### src/rtl/stream_arb_pkg.sv
// Shared constants, state encoding and helpers for the round-robin stream arbiter.
// Both the top level and its priority-search sub-module import this package.
package stream_arb_pkg;

  localparam int DATA_W  = 8;
  localparam int N_PORTS = 4;
  localparam int IDX_W   = 2;

  typedef enum logic [0:0] {
    ST_IDLE = 1'b0,
    ST_LOCK = 1'b1
  } arb_state_e;

  // One-hot decode of a port index, used to steer in_ready to the granted port.
  function automatic logic [N_PORTS-1:0] port_onehot(input logic [IDX_W-1:0] idx);
    logic [N_PORTS-1:0] vec;
    vec      = {N_PORTS{1'b0}};
    vec[idx] = 1'b1;
    return vec;
  endfunction

endpackage

### src/rtl/stream_rr_arbiter_rr_pick.sv
// Rotating-priority search: grants the first requester after ptr, wrapping modulo 4.
// Purely combinational; the caller registers the result.
module rr_pick
  import stream_arb_pkg::*;
(
  input  logic [3:0] req,
  input  logic [1:0] ptr,
  output logic [1:0] gnt_idx,
  output logic       gnt_any
);

  logic [2:0] shift_s;
  logic [7:0] dbl_s;
  logic [3:0] rot_s;
  logic [1:0] off_s;

  // Rotate requests so that bit 0 is the port right after ptr.
  always_comb begin
    shift_s = {1'b0, ptr} + 3'd1;
    dbl_s   = {req, req} >> shift_s;
    rot_s   = dbl_s[3:0];
  end

  // Lowest set bit of the rotated vector is the winner's distance from ptr+1.
  always_comb begin
    off_s = 2'd0;
    casez (rot_s)
      4'b???1: off_s = 2'd0;
      4'b??10: off_s = 2'd1;
      4'b?100: off_s = 2'd2;
      4'b1000: off_s = 2'd3;
      default: off_s = 2'd0;
    endcase
  end

  // Translate the offset back to an absolute port index.
  always_comb begin
    gnt_idx = ptr + 2'd1 + off_s;
    gnt_any = |req;
  end

endmodule

### src/rtl/stream_rr_arbiter.sv
// Four-input packet-level round-robin stream arbiter with a registered output stage.
// A grant is held for a whole packet; one idle arbitration cycle separates packets.
module stream_rr_arbiter
  import stream_arb_pkg::*;
#(
  parameter int DATA_W  = stream_arb_pkg::DATA_W,
  parameter int N_PORTS = stream_arb_pkg::N_PORTS
) (
  input  logic                      clk,
  input  logic                      reset,
  input  logic [N_PORTS*DATA_W-1:0] in_data,
  input  logic [N_PORTS-1:0]        in_valid,
  input  logic [N_PORTS-1:0]        in_last,
  output logic [N_PORTS-1:0]        in_ready,
  output logic [DATA_W-1:0]         out_data,
  output logic                      out_valid,
  output logic                      out_last,
  output logic [1:0]                out_src,
  input  logic                      out_ready,
  output logic                      busy
);

  arb_state_e        state_r;
  logic [1:0]        ptr_r;
  logic [1:0]        gnt_r;
  logic [DATA_W-1:0] out_data_r;
  logic              out_valid_r;
  logic              out_last_r;
  logic [1:0]        out_src_r;

  logic [1:0]        pick_idx_s;
  logic              pick_any_s;
  logic              beat_ok_s;
  logic              sel_valid_s;
  logic              sel_last_s;
  logic [DATA_W-1:0] sel_data_s;
  logic              in_xfer_s;

  rr_pick u_rr_pick (
    .req     (in_valid),
    .ptr     (ptr_r),
    .gnt_idx (pick_idx_s),
    .gnt_any (pick_any_s)
  );

  // Granted-port selection and the input-side transfer condition.
  always_comb begin
    beat_ok_s   = !out_valid_r || out_ready;
    sel_valid_s = in_valid[gnt_r];
    sel_last_s  = in_last[gnt_r];
    sel_data_s  = in_data[gnt_r*DATA_W +: DATA_W];
    in_xfer_s   = (state_r == ST_LOCK) && beat_ok_s && sel_valid_s;
  end

  // Only the locked port sees ready, and only when the output register can take a beat.
  always_comb begin
    in_ready = {N_PORTS{1'b0}};
    if ((state_r == ST_LOCK) && beat_ok_s) begin
      in_ready = port_onehot(gnt_r);
    end else begin
      in_ready = {N_PORTS{1'b0}};
    end
  end

  // Arbitration FSM: grant in IDLE, hold through the packet, advance ptr on the last beat.
  always_ff @(posedge clk) begin
    if (!reset) begin
      state_r <= ST_IDLE;
      ptr_r   <= 2'd3;
      gnt_r   <= 2'd0;
    end else begin
      case (state_r)
        ST_IDLE: begin
          if (pick_any_s) begin
            gnt_r   <= pick_idx_s;
            state_r <= ST_LOCK;
          end else begin
            state_r <= ST_IDLE;
          end
        end
        ST_LOCK: begin
          if (in_xfer_s && sel_last_s) begin
            ptr_r   <= gnt_r;
            state_r <= ST_IDLE;
          end else begin
            state_r <= ST_LOCK;
          end
        end
        default: begin
          state_r <= ST_IDLE;
        end
      endcase
    end
  end

  // Output register: load on input transfer, drain when downstream accepts with nothing new.
  always_ff @(posedge clk) begin
    if (!reset) begin
      out_data_r  <= {DATA_W{1'b0}};
      out_valid_r <= 1'b0;
      out_last_r  <= 1'b0;
      out_src_r   <= 2'd0;
    end else if (in_xfer_s) begin
      out_data_r  <= sel_data_s;
      out_valid_r <= 1'b1;
      out_last_r  <= sel_last_s;
      out_src_r   <= gnt_r;
    end else if (out_valid_r && out_ready) begin
      out_valid_r <= 1'b0;
    end else begin
      out_valid_r <= out_valid_r;
    end
  end

  assign out_data  = out_data_r;
  assign out_valid = out_valid_r;
  assign out_last  = out_last_r;
  assign out_src   = out_src_r;
  assign busy      = (state_r == ST_LOCK);

endmodule

### config.mk
export PLATFORM = sky130hd
export DESIGN_NAME = stream_rr_arbiter
export DESIGN_NICKNAME = d
export VERILOG_FILES = /design/src/rtl/stream_arb_pkg.sv /design/src/rtl/stream_rr_arbiter_rr_pick.sv /design/src/rtl/stream_rr_arbiter.sv
export SDC_FILE = /design/constraint.sdc
export NUM_CORES = 1
export LEC_CHECK = 0
export CELL_PAD_IN_SITES_DETAIL_PLACEMENT = 0
export CELL_PAD_IN_SITES_GLOBAL_PLACEMENT = 1
export CORE_MARGIN = 8
export CORE_UTILIZATION = 32
export CTS_BUF_LIST = sky130_fd_sc_hd__clkbuf_16
export CTS_CLUSTER_SIZE = 20
export DETAILED_ROUTE_END_ITERATION = 12
export GPL_ROUTABILITY_DRIVEN = 0
export PLACE_DENSITY_LB_ADDON = 0.1
export SLEW_MARGIN = 20
export SYNTH_ARGS = -nofsm -noshare
export SYNTH_HDL_FRONTEND = slang
export SYNTH_HIERARCHICAL = 1
export SYNTH_SLANG_ARGS = --single-unit
### constraint.sdc
create_clock -name clk -period 2.46 [get_ports clk]
set_input_delay 0.369 -clock clk [delete_from_list [all_inputs] [get_ports clk]]
set_output_delay 0.369 -clock clk [all_outputs]
set_load 0.01 [all_outputs]
After elaboration in Yosys (flattened, before gate mapping) --
Index checks and enable logic that the tools add are counted.
Operators by class: add/sub/neg operators 3, $mul 0, divide/modulo/power cells 0, $lt $le $gt $ge 2, equal/unequal tests 3, shift-type cells 2, muxes and demuxes 13, bitwise logic cells 1, reductions and logical operators 11
Operators with widths (count):
- $shiftx A32 B6 Y8 | 1
- $shr A8 B3 Y4 | 1
- $mux W1 | 7
- $pmux W2 S3 | 1
- $logic_and A1 B1 Y1 | 5
- $bmux W1 S2 | 2
- $eq A4 B4 Y1 const B | 1
- $mux W4 | 1
- $reduce_and A2 Y1 | 2
- $reduce_or A4 Y1 | 1
- $add A2 B1 Y3 const B | 1
- $eq A3 B3 Y1 const B | 1
- $lt A2 B3 Y1 const B | 1
- $add A2 B1 Y2 const B | 1
- $add A2 B2 Y2 | 1
- $demux W1 S2 | 1
- $eq A2 B2 Y1 const B | 1
- $ge A2 B1 Y1 const B | 1
- $pmux W1 S2 | 1
- $reduce_bool A2 Y1 | 1
- $logic_not A1 Y1 | 1
- $logic_or A1 B1 Y1 | 1
- $not A1 Y1 | 1
Storage, ports and cells: register bits 17, bits in latches 0, RAM bits 0, memory bits (read-only) 0, bits of input ports 43, logic and storage cells 42, memories 0

Longest topological paths before layout --
Gate-level depths: netlist (run 1).
depth after elaboration 7, depth in mapped cells 10, depth with buffers taken out 9

Hierarchy --
The synthesis (run 1) kept the hierarchy.
By module, submodules not included:
- stream_rr_arbiter | times used 1, cells an instance 111, area an instance 1088.5 um^2, sequential area each 340.3 um^2
- rr_pick | times used 1, cells an instance 29, area an instance 202.7 um^2, sequential area each 0.0 um^2

Least setup slack after synthesis (run 1) --
OpenSTA, ideal clock, no wires.
path type input port to output port, start in out_ready, end out in_ready[0], arrival time 1312 ps, slack 779 ps, stages on the path 5, path through nand2b_1 clkbuf_1 clkbuf_1 nand2_1 nor3_1
On the way: word-level cells in the longest chain between the ends 3
RTL lines:
- start, declared | line stream_rr_arbiter.sv:19 | input logic out_ready,
- $logic_or A1 B1 Y1 | line stream_rr_arbiter.sv:48 | beat_ok_s = !out_valid_r || out_ready;
- $logic_and A1 B1 Y1 | line stream_rr_arbiter.sv:58 | if ((state_r == ST_LOCK) && beat_ok_s) begin
- $mux W4 | line stream_rr_arbiter.sv:58
- end, declared | line stream_rr_arbiter.sv:14 | output logic [N_PORTS-1:0] in_ready,
No other way between the ends.

Worst setup path in the final report (run 1) --
start in out_ready, end out in_ready[2]
The elaborated chain is that of the path after synthesis.

==> results.py, run 1 <==
metrics = {
    "status": {
        "outcome": "completed",
    },
    "setup_path": {
        "slowest_delay_ps": 580,
        "path_buf_inv": 2,
        "critPathLaunch": "out_ready",
        "setup.worst_path.end_class": "primary output",
        "crit_fanout": 4,
        "critical_path.most_common_cell": "clkdlybuf4s50_1",
        "worst_r2r_startpoint": "gnt_r[0]",
        "setup_slack_on_the_worst_flop_to_flop_path_ps": 560,
        "crit_path_cell_trace": "clkdlybuf4s50_1 -> nand2b_1 -> nand2_1 -> nor3_1 -> clkdlybuf4s50_1",
        "critPathSlowestCell": "clkdlybuf4s50_1",
        "critPathLaunchType": "input pin",
        "critPathArrivalTime_ps": 1880,
        "cp_top_family": "buffers and inverters",
        "timing.setup.critical_path_class": "input pin to primary output",
        "crit_required_ps": 2090,
    },
    "synthesis": {
        "ys_seq_area_share_pct": 26.4,
        "synth_compound_gate_area_share_pct": 20.6,
        "count_of_flip_flops_with_a_built_in_enable_after_synthesis": 0,
        "synth_top_family_by_area": "multiplexers",
        "synth_flop_cell": "dfxtp_1",
        "yosysUniqueCellTypes": 37,
        "synthMuxAreaShare_pct": 21.6,
        "synthDominantAreaCellType": "dfxtp_1",
        "post_synth.cell_area_avg_um2": 9.22,
        "synth_simple_gate_area_share_pct": 17.7,
        "syn_inst": 140,
        "yosys_register_bits": 17,
        "synthAdderAreaFrac_pct": 0.969,
        "top_area_cells_in_the_synthesized_netlist": "dfxtp_1, mux4_2, a21oi_2, a31o_1, inv_1",
        "synth-xor-area-share_pct": 1.36,
        "asyncSetResetFlopFracSynth_pct": 0,
        "synth.cell_area_um2": 1290,
        "yosys.area.top_type_share_pct": 26.4,
        "syn-num-nets": 184,
        "post-synth-top-count-cell": "inv_1",
        "synth.top_cells.by_count": "inv_1, dfxtp_1, mux4_2, nand4_1",
        "synthesis.yosys.warnings": 6,
    },
    "power": {
        "power.density_nw_per_um2": 533,
        "total_leakage_power_nw": 0.726,
        "p_total_w": 0.00107,
        "power.ir.vdd_worst_uv": 255,
    },
    "timing": {
        "tns_ps": 0,
        "fmaxAchievable_mhz": 445,
        "clock_skew_ps": 2.25,
        "worst-slew-pin-transition_ps": 545,
        "fin_ws_ps": 214,
        "final_period_minus_worst_setup_slack_ps": 2250,
        "setup_repair_after_global_routing_missed_its_margin": "no",
        "timing.final.hold_violations": 0,
        "fin_crit_sh_pct": 91.3,
        "setup-violations-final": 0,
        "slew_viol_final": 0,
        "timing.slew.headroom_pct": 63.7,
    },
    "clock_tree": {
        "ctsHtreeMaxLevel": 1,
        "cts.sinks": 17,
        "cts.clk_slew.worst_paths_ps": 50,
        "ctsResizeCount": 0,
        "cts_inserted_buffers": 3,
        "clockRootBuffer": "clkbuf_16",
        "clock_tree.buffer_depth": 2,
        "cts.hold.buffers_added": 0,
        "cts_setup_buffers": 0,
        "worst_skew_pair_later_pin_latency_ps": 240,
        "clock_tree_from_tritoncts": "yes",
    },
    "final_layout": {
        "final_cell_area_um2": 2010,
        "share_of_cells_above_drive_strength_1_pct": 20.2,
        "nFillCells": 366,
        "final-seq-area_um2": 340,
        "area_growth_from_synthesis_to_final_layout_pct": 55.8,
        "post-route-util_pct": 51.0,
        "antennaDiodeCount": 0,
        "multi_input_comb_area_um2": 805,
        "nNetsFinal": 243,
    },
    "placed_design": {
        "place_ws_ps": 89.7,
        "detailedPlacementHpwl_um": 3140,
        "postPlaceCellArea_um2": 1930,
        "port_buffers": 59,
    },
    "drt": {
        "routedWlPerCell_um": 15.9,
        "detail-route-antenna-nets": 0,
        "drtIter0Drc": 41,
        "drc": 0,
        "vias": 1297,
        "drt-vias-per-instance": 5.23,
        "total_iterations_of_the_first_detailed_routing_run": 4,
        "postRouteWirelength_um": 3950,
    },
    "die": {
        "initial_core_util_pct": 32.8,
        "fp.dieArea_um2": 6320,
        "io_pins": 60,
        "floorplan.die.height_um": 79.5,
        "rows": 23,
        "floorplan.die.width_um": 79.5,
        "fp.coreArea_um2": 3940,
    },
    "global_route": {
        "number_of_antenna_violations_at_the_first_check_in_global_routing": 0,
        "grt_first_pass_wirelength_um": 6380,
        "groute.usage.overall_pct": 12.4,
        "vias_in_the_first_global_route": 1334,
        "grt_start_max_net_pins": 24,
        "global_route.overflow_total": 0,
    },
    "worst_hold_path": {
        "worst_hold_path_type": "flop to flop",
        "timing.hold.worst.start": "out_data[0]",
    },
    "job": {
        "timing.max_cap.violations": 0,
    },
}
## tightest hold or removal path, stage by stage, from the launching register on
cell	delay, ps
dfxtp_1	300
inv_1	40
a31o_1	100
a21oi_2	50
## cells by family (layout without fill, tap and decap cells)
group                    after synthesis  after routing
adder cells (fa/ha/maj)                1              1
flip-flops                            17             17
buffers and inverters                 32             90
AO/OA/AOI/OAI                         35             35
AND/OR/NAND/NOR                       38             38
multiplexers                          15             15
XOR/XNOR                               2              2
## registers in the layout, summed over array words and instances (netlist names)
name	count
busy	1
out_last	1
ptr_r	2
out_valid	1
out_data	8
gnt_r	2
out_src	2
## through the flow
step           hold slack (ps)  instances
2_1_floorplan              448        140
4_1_cts                    546        248
3_5_place_dp               538        244
3_3_place_gp               518        244
5_1_grt                    559        248
6_report                   545        248
## routing by layer
layer | GRT usage, % | share of wire [%] | vias to the layer above
met2 | 22.2 | 52 | 37
met4 | 3.33 | 0.78 | 0
met5 | 0 | 0 | -
met3 | 2.59 | 5.1 | 2
li1 | - | - | 635
met1 | 14.3 | 42 | 623
## final cells by class
type | count | area share (%)
Inverter | 18 | 3.36
Timing Repair Buffer | 68 | 32.7
Tap cell | 50 | 3.11
Sequential cell | 17 | 16.9
Multi-Input combinational cell | 91 | 40.0
Clock inverter | 1 | 0.187
Clock buffer | 3 | 3.73
## where the power goes
| part | switching, W | total (W) | internal (W) |
|---|---|---|---|
| registers | 0.0000356 | 0.000341 | 0.000305 |
| clock network | 0.000106 | 0.000322 | 0.000216 |
| logic | 0.000169 | 0.000410 | 0.000240 |
| total | 0.000311 | 0.00107 | 0.000761 |
## worst paths after layout
check,end,cells after the start
hold / removal,out_data[0],3
setup / recovery,in_ready[2],5
setup reg to reg,out_last,4
hold reg to reg,out_data[0],3
## cells in the final DEF, fill, tap and decap left out, drive strengths merged, types with 3 or more instances in the layout
cell type / instances
a21oi: 13
mux4: 10
nor2: 6
clkdlybuf4s50: 59
inv: 19
nor3: 4
nand2: 5
clkbuf: 3
buf: 9
dfxtp: 17
mux2: 3
nand4: 9
a31o: 9
o21ai: 4
Power figures use the tool's default switching activity.
==> run 2: changes to the inputs <==
- ABC_CLOCK_PERIOD_IN_PS: not set -> 2460
- CORE_UTILIZATION: 32 -> 45
- DONT_BUFFER_PORTS: not set -> 1
- MAX_ROUTING_LAYER: not set -> met4
==> run 2 against run 1 <==
  * Register-to-register slack improved by 50 ps
  * Core utilization shrank 1.3 points
  * Non-clock buffer count down 64
  * Sequential cell count unchanged
  * Combinational power down 37%
  * Wire length decreased by 14%
  * Cell count is 33% lower
  * Worst setup slack better by 390 ps
  * Sequential share of layout area rose by 8.1 points
  * Clock power about the same
  * Global-route usage up 1.5 points
==> results.py, run 2 (synthesized netlist as in run 1, its figures left out) <==
metrics = {
    "die": {
        "initial_core_util_pct": 47.2,
        "fp.dieArea_um2": 4840,
        "rows": 19,
        "floorplan.die.width_um": 69.6,
        "floorplan.die.height_um": 69.6,
        "io_pins": 60,
        "fp.coreArea_um2": 2730,
    },
    "clock_tree": {
        "cts_inserted_buffers": 3,
        "ctsHtreeMaxLevel": 1,
        "worst_skew_pair_later_pin_latency_ps": 240,
        "clock_tree_from_tritoncts": "yes",
        "cts.hold.buffers_added": 0,
        "cts.clk_slew.worst_paths_ps": 50,
        "cts.sinks": 17,
        "ctsResizeCount": 0,
        "cts_setup_buffers": 0,
        "clock_tree.buffer_depth": 2,
        "clockRootBuffer": "clkbuf_16",
    },
    "setup_path": {
        "crit_fanout": 22,
        "setup.worst_path.end_class": "flop",
        "critPathSlowestCell": "mux4_2",
        "crit_required_ps": 2600,
        "rr_worst_depth": 3,
        "worstReg2RegEnd": "out_last",
        "timing.setup.critical_path_class": "flop to flop",
        "slowest_delay_ps": 760,
        "cp_top_family": "multiplexers",
        "setup_slack_on_the_worst_flop_to_flop_path_ps": 610,
        "cp.depth": 3,
        "crit_path_cell_trace": "mux4_2 -> and4_1 -> o21a_1",
        "path_buf_inv": 0,
        "worst_r2r_startpoint": "gnt_r[0]",
        "critPathLaunchType": "flop",
        "critPathArrivalTime_ps": 1990,
    },
    "drt": {
        "vias": 1007,
        "drt-vias-per-instance": 6.10,
        "drtIter0Drc": 60,
        "routedWlPerCell_um": 20.7,
        "detail-route-antenna-nets": 0,
        "postRouteWirelength_um": 3410,
        "total_iterations_of_the_first_detailed_routing_run": 4,
        "drc": 0,
    },
    "final_layout": {
        "nNetsFinal": 179,
        "post-route-util_pct": 49.7,
        "most_used_cells_in_the_layout_excluding_fill_and_tap_cells": "inv_1, dfxtp_1, mux4_2",
        "most_frequent_standard_cell_in_the_layout_excluding_fill_and_tap_cells": "inv_1",
        "flip_flop_count_of_the_largest_register_after_layout": 8,
        "antennaDiodeCount": 0,
        "area_growth_from_synthesis_to_final_layout_pct": 5.33,
        "share_of_cells_above_drive_strength_1_pct": 26.1,
        "nFillCells": 262,
    },
    "placed_design": {
        "detailedPlacementHpwl_um": 2710,
        "port_buffers": 0,
    },
    "timing": {
        "timing.final.hold_violations": 0,
        "worst-slew-pin-transition_ps": 522,
        "timing.slew.headroom_pct": 65.1,
        "fmaxAchievable_mhz": 539,
        "clock_skew_ps": 0.793,
        "slew_viol_final": 0,
        "tns_ps": 0,
        "setup-violations-final": 0,
        "final_period_minus_worst_setup_slack_ps": 1850,
        "setup_repair_after_global_routing_missed_its_margin": "no",
        "fin_crit_sh_pct": 75.4,
    },
    "worst_hold_path": {
        "timing.hold.worst.start": "reset",
        "worst_hold_path_type": "input pin to flop",
        "hold_path_depth": 1,
        "hold-path-endpoint": "ptr_r[0]",
    },
    "status": {
        "outcome": "completed",
    },
    "job": {
        "timing.max_cap.violations": 0,
    },
    "power": {
        "power.density_nw_per_um2": 683,
        "total_leakage_power_nw": 0.478,
        "power.ir.vdd_worst_uv": 455,
    },
    "global_route": {
        "number_of_antenna_violations_at_the_first_check_in_global_routing": 0,
        "groute.usage.overall_pct": 13.8,
        "grt_first_pass_wirelength_um": 5400,
        "global_route.overflow_total": 0,
        "grt_start_max_net_pins": 23,
        "vias_in_the_first_global_route": 981,
    },
}
## run 2: cell count changes in the layout (fill, tap and decap cells not counted), sizes merged
cell / change
clkdlybuf4s50: -59
buf: -5
## run 2: cell type report
class	instances	area (um2)	share of cell area, %
repair buffers	4	30.0	2.21
inverters	18	67.6	4.97
well taps	31	38.8	2.85
clock inverters	1	3.75	0.276
flip-flops and latches	17	340	25.0
clock buffers	3	75.1	5.52
multi-input cells	91	805	59.2
## run 2: worst max path at each step
| stage | startpoint | to |
|---|---|---|
| 6_report | gnt_r[0] | out_last |
| 3_3_place_gp | gnt_r[0] | out_last |
| 5_1_grt | gnt_r[0] | out_last |
| 2_1_floorplan | out_ready | in_ready[0] |
| 4_1_cts | gnt_r[0] | out_last |
| 3_5_place_dp | gnt_r[0] | out_last |
## run 2: metrics by stage
stage | setup WS (ps) | instance area, um2 | std cells | total power, W | hold slack [ps]
2_1_floorplan | 779 | 1290 | 140 | 0.000586 | 448
3_3_place_gp | 662 | 1280 | 161 | 0.000613 | 452
3_5_place_dp | 607 | 1280 | 161 | 0.000618 | 455
4_1_cts | 591 | 1360 | 165 | 0.000940 | 202
5_1_grt | 527 | 1360 | 165 | 0.000979 | 202
6_report | 605 | 1360 | 165 | 0.000929 | 204
## run 2: worst register-to-register path: cells and delay by family, from the launching register on
family / cells / cell delay (ps)
AO/OA/AOI/OAI: 1 / 190
flip-flops: 1 / 470
multiplexers: 1 / 760
AND/OR/NAND/NOR: 1 / 330
## run 2: power breakdown
group	leakage [nW]	switching, W	internal, W
sequential	0.139	0.0000447	0.000305
combinational	0.297	0.000132	0.000128
clock	0.0423	0.000104	0.000216
total	0.478	0.000281	0.000649
## run 2: layer usage
| layer | routed length [um] | vias up | global-route usage, % |
|---|---|---|---|
| met1 | 1330 | 459 | 15.6 |
| met3 | 387 | 2 | 6.29 |
| met4 | 29 | 0 | 4.10 |
| met5 | 0 | - | - |
| li1 | - | 504 | - |
| met2 | 1660 | 42 | 21.3 |
